### src/rtl/sym_dn_lut_pipe_pkg.sv
`default_nettype none
// ============================================================================
//  Module      : sym_dn_lut_pipe_pkg
//  Description : Shared constants for the symbol-node LUT read pipeline:
//                default message width / port count and the load-FSM state
//                encoding.
//  Ports       : none (package)
//  Revision    : 1.0 - initial release
// ============================================================================
package sym_dn_lut_pipe_pkg;

    // Default message width and number of read ports
    localparam int QUAN_SIZE_DEF = 4;
    localparam int PORT_NUM_DEF  = 2;

    // Load FSM state encoding
    localparam int              c_ST_W     = 2;
    localparam logic [c_ST_W-1:0] c_ST_IDLE  = 2'd0;
    localparam logic [c_ST_W-1:0] c_ST_LOAD  = 2'd1;
    localparam logic [c_ST_W-1:0] c_ST_READY = 2'd2;

endpackage : sym_dn_lut_pipe_pkg
`default_nettype wire

### src/rtl/sym_dn_fold.sv
`default_nettype none
// ============================================================================
//  Module      : sym_dn_fold
//  Description : Combinational sign fold for one read port. Folds the sign of
//                y0 into its magnitude, optionally transposes, conditionally
//                inverts y1 and builds the LUT address.
//  Ports       : y0_i, y1_i        - incoming messages (QUAN_SIZE bits)
//                transpose_en_i    - sign transpose enable
//                offset_i          - table select (address MSB)
//                addr_o            - LUT address (2*QUAN_SIZE bits)
//                msb_eff_o         - effective sign, re-applied after lookup
//  Revision    : 1.0 - initial release
// ============================================================================
module sym_dn_fold #(
    parameter int QUAN_SIZE = 4
) (
    input  logic [QUAN_SIZE-1:0]   y0_i,
    input  logic [QUAN_SIZE-1:0]   y1_i,
    input  logic                   transpose_en_i,
    input  logic                   offset_i,
    output logic [2*QUAN_SIZE-1:0] addr_o,
    output logic                   msb_eff_o
);

    logic [QUAN_SIZE-2:0] w_y0m;
    logic [QUAN_SIZE-1:0] w_y1m;

    // The y0 magnitude fold uses the raw y0 sign, not the transposed one;
    // only the y1 inversion and the final output flip follow msb_eff.
    assign msb_eff_o = y0_i[QUAN_SIZE-1] ^ transpose_en_i;
    assign w_y0m     = y0_i[QUAN_SIZE-2:0] ^ {(QUAN_SIZE-1){y0_i[QUAN_SIZE-1]}};
    assign w_y1m     = msb_eff_o ? ~y1_i : y1_i;
    assign addr_o    = {offset_i, w_y0m, w_y1m};

endmodule : sym_dn_fold
`default_nettype wire

### src/rtl/sym_dn_lut_pipe.sv
`default_nettype none
// ============================================================================
//  Module      : sym_dn_lut_pipe
//  Description : Multi-port hard-decision lookup. A 1-bit-wide table of
//                2^(2*QUAN_SIZE) entries is loaded serially, then read by
//                PORT_NUM independent 3-stage pipelines (fold -> lookup ->
//                sign re-apply), full throughput, no stall.
//  Ports       : read_clk          - clock for pipeline, load and storage
//                rstn              - asynchronous active-low reset
//                in_valid          - per-port request strobe
//                transpose_en      - per-port sign transpose enable
//                y0_in, y1_in      - packed per-port messages
//                read_addr_offset  - table select shared by all ports
//                load_start        - pulse starting a full table reload
//                load_valid        - qualifies load_bit
//                load_bit          - serial table data, ascending address
//                lut_ready         - table complete, requests accepted
//                out_valid         - per-port result strobe
//                t_c               - per-port hard decision
//  Revision    : 1.0 - initial release
// ============================================================================
module sym_dn_lut_pipe
    import sym_dn_lut_pipe_pkg::*;
#(
    parameter int QUAN_SIZE = QUAN_SIZE_DEF,
    parameter int PORT_NUM  = PORT_NUM_DEF
) (
    input  logic                          read_clk,
    input  logic                          rstn,
    input  logic [PORT_NUM-1:0]           in_valid,
    input  logic [PORT_NUM-1:0]           transpose_en,
    input  logic [PORT_NUM*QUAN_SIZE-1:0] y0_in,
    input  logic [PORT_NUM*QUAN_SIZE-1:0] y1_in,
    input  logic                          read_addr_offset,
    input  logic                          load_start,
    input  logic                          load_valid,
    input  logic                          load_bit,
    output logic                          lut_ready,
    output logic [PORT_NUM-1:0]           out_valid,
    output logic [PORT_NUM-1:0]           t_c
);

    localparam int               c_AW        = 2 * QUAN_SIZE;
    localparam int               LUT_DEPTH   = 1 << c_AW;
    localparam logic [c_AW-1:0]  c_CNT_ONE   = c_AW'(1);
    localparam logic [c_AW-1:0]  c_CNT_LAST  = '1;

    // ------------------------------------------------------------------------
    // Load FSM
    // ------------------------------------------------------------------------
    logic [c_ST_W-1:0] state_q, state_d;
    logic [c_AW-1:0]   cnt_q,   cnt_d;
    logic              w_lut_we;

    always_ff @(posedge read_clk or negedge rstn) begin
        if (!rstn) begin
            state_q <= c_ST_IDLE;
            cnt_q   <= '0;
        end else begin
            state_q <= state_d;
            cnt_q   <= cnt_d;
        end
    end

    // load_start wins over load_valid in the same cycle: the restart takes
    // effect and nothing is written. The terminal write jumps to READY, so
    // the counter never wraps back onto written entries.
    always_comb begin
        state_d = state_q;
        cnt_d   = cnt_q;
        case (state_q)
            c_ST_IDLE: begin
                if (load_start) begin
                    state_d = c_ST_LOAD;
                    cnt_d   = '0;
                end
            end
            c_ST_LOAD: begin
                if (load_start) begin
                    cnt_d = '0;
                end else if (load_valid) begin
                    if (cnt_q == c_CNT_LAST) begin
                        state_d = c_ST_READY;
                        cnt_d   = '0;
                    end else begin
                        cnt_d = cnt_q + c_CNT_ONE;
                    end
                end
            end
            c_ST_READY: begin
                if (load_start) begin
                    state_d = c_ST_LOAD;
                    cnt_d   = '0;
                end
            end
            default: begin
                state_d = c_ST_IDLE;
                cnt_d   = '0;
            end
        endcase
    end

    always_comb begin
        lut_ready = (state_q == c_ST_READY);
        w_lut_we  = (state_q == c_ST_LOAD) && load_valid && !load_start;
    end

    // ------------------------------------------------------------------------
    // Table storage: one write port, asynchronous reads, deliberately not
    // reset so it maps onto distributed RAM.
    // ------------------------------------------------------------------------
    logic lut_q [LUT_DEPTH];

    always_ff @(posedge read_clk) begin
        if (w_lut_we) begin
            lut_q[cnt_q] <= load_bit;
        end
    end

    // ------------------------------------------------------------------------
    // Per-port read pipelines
    // ------------------------------------------------------------------------
    for (genvar p = 0; p < PORT_NUM; p++) begin : g_port
        logic [c_AW-1:0] w_fold_addr;
        logic            w_fold_msb;

        // Stage 0 keeps the whole address; it is exactly
        // {offset, y0m, y1m}, so nothing is lost by storing it packed.
        logic [c_AW-1:0] s0_addr_q;
        logic            s0_msb_q;
        logic            s0_vld_q;
        logic            s1_bit_q;
        logic            s1_msb_q;
        logic            s1_vld_q;
        logic            s2_tc_q;
        logic            s2_vld_q;

        sym_dn_fold #(
            .QUAN_SIZE (QUAN_SIZE)
        ) u_fold (
            .y0_i           (y0_in[p*QUAN_SIZE +: QUAN_SIZE]),
            .y1_i           (y1_in[p*QUAN_SIZE +: QUAN_SIZE]),
            .transpose_en_i (transpose_en[p]),
            .offset_i       (read_addr_offset),
            .addr_o         (w_fold_addr),
            .msb_eff_o      (w_fold_msb)
        );

        always_ff @(posedge read_clk or negedge rstn) begin
            if (!rstn) begin
                s0_addr_q <= '0;
                s0_msb_q  <= 1'b0;
                s0_vld_q  <= 1'b0;
                s1_bit_q  <= 1'b0;
                s1_msb_q  <= 1'b0;
                s1_vld_q  <= 1'b0;
                s2_tc_q   <= 1'b0;
                s2_vld_q  <= 1'b0;
            end else begin
                s0_addr_q <= w_fold_addr;
                s0_msb_q  <= w_fold_msb;
                s0_vld_q  <= in_valid[p] && lut_ready;

                s1_bit_q  <= lut_q[s0_addr_q];
                s1_msb_q  <= s0_msb_q;
                s1_vld_q  <= s0_vld_q;

                s2_vld_q  <= s1_vld_q;
                // Result only moves on a valid beat; otherwise it holds.
                if (s1_vld_q) begin
                    s2_tc_q <= s1_bit_q ^ s1_msb_q;
                end
            end
        end

        assign out_valid[p] = s2_vld_q;
        assign t_c[p]       = s2_tc_q;
    end : g_port

endmodule : sym_dn_lut_pipe
`default_nettype wire

### config.mk
export PLATFORM = sky130hd
export DESIGN_NAME = sym_dn_lut_pipe
export DESIGN_NICKNAME = d
export VERILOG_FILES = /design/src/rtl/sym_dn_lut_pipe_pkg.sv /design/src/rtl/sym_dn_fold.sv /design/src/rtl/sym_dn_lut_pipe.sv
export SDC_FILE = /design/constraint.sdc
export NUM_CORES = 1
export LEC_CHECK = 0
export BUFFER_PORTS_ARGS = -buffer_cell sky130_fd_sc_hd__buf_2
export CAP_MARGIN = 20
export CORE_MARGIN = 2
export CORE_UTILIZATION = 35
export CTS_CLUSTER_DIAMETER = 30
export DETAILED_ROUTE_END_ITERATION = 10
export GPL_ROUTABILITY_DRIVEN = 0
export GPL_TIMING_DRIVEN = 1
export PLACE_DENSITY = 0.61
export SYNTH_ARGS = -nofsm -noshare
export SYNTH_HDL_FRONTEND = slang
export SYNTH_SLANG_ARGS = --single-unit
export TNS_END_PERCENT = 1
### constraint.sdc
create_clock -name read_clk -period 3.2 [get_ports read_clk]
set_input_delay 0.64 -clock read_clk [delete_from_list [all_inputs] [get_ports read_clk]]
set_output_delay 0.64 -clock read_clk [all_outputs]
set_load 0.005 [all_outputs]
==> impl_metrics.ini <==
[cells_and_area]
final_layout_size_suffix_gt1_frac = 0.238
syn2layout_area_growth_pct = 21.5
num-fill-cells = 3747
nNetsFinal = 1215
diodes = 0

[sta]
hold_viol_final = 0
rsz0062_at_grt = no
worst_slack_ns = 0.343
worst_slew_pin_slew_ns = 0.979
slew_violations = 0
finalSetupViolations = 0
fmax_ghz = 0.350
timing.slew.headroom = 0.348
tns_ns = 0
period_minus_slack_ns = 2.86
finalCritPeriodShare = 0.893
finClkSkew_ns = 0.0200

[critical_path]
critPathLaunchType = flip-flop
startpoint = g_port[0].s0_addr_q[1]
critPathTopFamily = compound AO/OA/AOI/OAI gates
crit_type = flip-flop to flip-flop
required_ns = 3.67
worstSetupEndpointType = flip-flop
arrival_ns = 3.33
r2r-end = g_port[0].s1_bit_q
critPathSlowestCell = dfrtp_4
ff2ff_path_depth = 6
reg2reg_from = g_port[0].s0_addr_q[1]
timing.critical_path.buf_inv = 0
reg2reg_setup_slack_ns = 0.34
cp_num_cells = 6
path_max_fanout = 40
worst_path_largest_cell_delay_ns = 0.88
crit_path_end = g_port[0].s1_bit_q
crit_chain = nand3_1 -> o22ai_1 -> nor4_1 -> o31ai_1 -> a21oi_1 -> a22oi_1

[clock_tree]
insertion_delay_ns = 0.57
cts_inserted_buffers = 70
cts-root-buf = clkbuf_16
post_cts_resized = 0
clk_pin_slew_ns = 0.05
cts_setup_buffers = 0
cts_tree = done
cts_sinks = 295
clockBufferDepth = 3
htreeDepth = 3
cts_hold_buf = 0

[route]
wl_mm = 40.3
wl_per_cell_um = 22.6
drtAntennaViolNets = 0
first_pass_iters = 5
drc = 0
drtIter0Drc = 1065
vias = 10100
via_per_inst = 5.69

[job]
drv_cap = 0

[pwr]
clkPwrFrac = 0.554
ir_drop_v = 0.000373
p_switching_uw = 3180
combPwrFrac = 0.102
p_int_uw = 9770
p_sw_frac = 0.246
power.leakage_uw = 0.00612
p_per_area_nw_per_um2 = 717
seq_power_share = 0.344

[grt]
grt_pass1_wl_mm = 61.7
grt_util_all_layers = 0.186
grt_max_degree = 98
gr-total-overflow = 0
grt_pass1_vias = 10400
antenna_found_initial = 0

[yosys]
seq_area_frac_synth = 0.582
syn_nets = 1165
yosysWarnings = 0
synth_cell_types = 43
synth_seq_cells = 295
async_reset_ff_frac = 0.132
synth-edff-count = 256
ys.flop_type = edfxtp_1
synth_cells = 1135
syn_avg_cell_area_um2 = 13.1
syn_area_um2 = 14900

[place]
place_ws_ns = 0.386
io_buffers = 30
dp_hpwl_mm = 25.8

[floorplan]
ios = 31
rows = 75
start_util = 0.355
die_x_um = 210
die_area_um2 = 44200
die_height_um = 210
core_area_um2 = 41900

[run_status]
status = complete, no violations

[hold_path]
min_path_type = primary input to async pin
final cells by class:
class,count,area [um^2],share of cell area
Multi-Input combinational cell,733,5690,0.315
Clock inverter,42,512,0.0283
Clock buffer,88,1920,0.106
Timing Repair Buffer,77,559,0.0310
Inverter,8,30.0,0.00166
Tap cell,539,674,0.0373
Sequential cell,295,8680,0.480
synthesized netlist by cell type (6+ instances only):
cell | number | area share
a22o_1 | 12 | 0.0071
o21ai_0 | 15 | 0.0050
a21oi_1 | 12 | 0.0040
xnor2_1 | 12 | 0.0071
buf_4 | 15 | 0.0076
nand3_1 | 25 | 0.0084
a2111oi_0 | 6 | 0.0035
mux2i_1 | 103 | 0.069
nand3b_1 | 7 | 0.0035
nor2_1 | 287 | 0.072
buf_2 | 17 | 0.0057
edfxtp_1 | 256 | 0.52
nor4_1 | 12 | 0.0050
a22oi_1 | 11 | 0.0056
xor2_1 | 6 | 0.0035
nor3_1 | 6 | 0.0020
inv_1 | 8 | 0.0020
clkbuf_1 | 59 | 0.015
mux4_2 | 84 | 0.13
o22ai_1 | 44 | 0.019
mux2_2 | 7 | 0.0053
nand2_1 | 27 | 0.0068
nor2b_1 | 12 | 0.0050
dfrtp_1 | 39 | 0.066
registers in the layout, summed over array words and instances, names as in the netlist:
register	count
g_port.s0_msb_q	2
g_port.s2_vld_q	2
g_port.s0_addr_q	15
lut_q	256
g_port.s1_msb_q	2
g_port.s1_vld_q	2
g_port.s0_vld_q	2
cnt_q	8
state_q	2
g_port.s1_bit_q	2
g_port.s2_tc_q	2
power by group through the flow:
stage | Combinational, uW | Clock [uW] | Sequential, uW
2_1_floorplan | 1060 | 0 | 4330
3_3_place_gp | 1290 | 0 | 4530
3_5_place_dp | 1310 | 0 | 4530
4_1_cts | 1310 | 7260 | 4460
5_1_grt | 1390 | 7470 | 4480
6_report | 1320 | 7180 | 4460
worst min-delay path by stage:
| stage | from | to | slack [ns] | depth (start not counted) |
|---|---|---|---|---|
| CTS | rstn | g_port[0].s0_msb_q | 0.08 | 1 |
| finish | rstn | g_port[0].s0_msb_q | 0.08 | 1 |
| detailed placement | g_port[0].s0_msb_q | g_port[0].s1_msb_q | 0.34 | 0 |
| global placement | g_port[0].s0_msb_q | g_port[0].s1_msb_q | 0.33 | 0 |
| floorplan | g_port[0].s0_msb_q | g_port[0].s1_msb_q | 0.33 | 0 |
| global route | rstn | g_port[0].s0_msb_q | 0.1 | 1 |
routing by layer:
layer | GRT usage | share of wire
met4 | 0.0680 | 0.025
met5 | 0 | 0
met1 | 0.244 | 0.41
met3 | 0.0392 | 0.080
met2 | 0.306 | 0.48
metrics by stage:
| step | total power (uW) | hold WS (ns) | instance area (um^2) | instances | utilization |
|---|---|---|---|---|---|
| 2_1_floorplan | 5380 | 0.331 | 14900 | 1135 | - |
| 4_1_cts | 13000 | 0.0790 | 18100 | 1782 | 0.431 |
| 6_report | 13000 | 0.0848 | 18100 | 1782 | 0.431 |
| 3_5_place_dp | 5830 | 0.337 | 15600 | 1652 | 0.373 |
| 3_3_place_gp | 5820 | 0.333 | 15600 | 1652 | 0.373 |
| 5_1_grt | 13300 | 0.0980 | 18100 | 1782 | 0.431 |
layout by cell type, fill, tap and decap left out, types with 4 or more instances in the layout:
master,count
nor2_1,287
edfxtp_1,256
mux2i_1,103
mux4_2,84
clkbuf_16,71
o22ai_1,44
buf_4,43
dfrtp_1,35
buf_2,29
nand2_1,27
nand3_1,25
o21ai_0,15
nor2b_1,12
xnor2_1,12
a22o_1,12
nor4_1,12
a21oi_1,12
a22oi_1,11
clkinvlp_4,9
clkbuf_1,9
inv_1,8
clkbuf_8,8
clkinv_4,8
nand3b_1,7
mux2_2,7
clkinv_2,7
bufinv_16,7
nor3_1,6
xor2_1,6
a2111oi_0,6
inv_6,6
a31oi_1,5
a311oi_1,5
or4_1,4
and2_1,4
nand4_1,4
nand2b_1,4
ha_1,4
dfrtp_4,4
buf_12,4
logic make-up (layout without fill, tap and decap cells):
kind of cell             count (synthesis)  count (layout)  share of synthesized area
XOR/XNOR                                18              18                     0.0106
adder cells (fa/ha/maj)                  4               4                    0.00337
multiplexers                           194             194                      0.202
buffers and inverters                  107             215                     0.0347
flip-flops                             295             295                      0.582
AND/OR/NAND/NOR                        401             401                      0.115
AO/OA/AOI/OAI                          116             116                     0.0520
worst register-to-register path: stages (launching register included):
cell and delay [ns]:
dfrtp_4 0.88, nand3_1 0.73, o22ai_1 0.43, nor4_1 0.12, o31ai_1 0.29, a21oi_1 0.11, a22oi_1 0.19
Note: power is estimated with default switching activity, not from simulation.
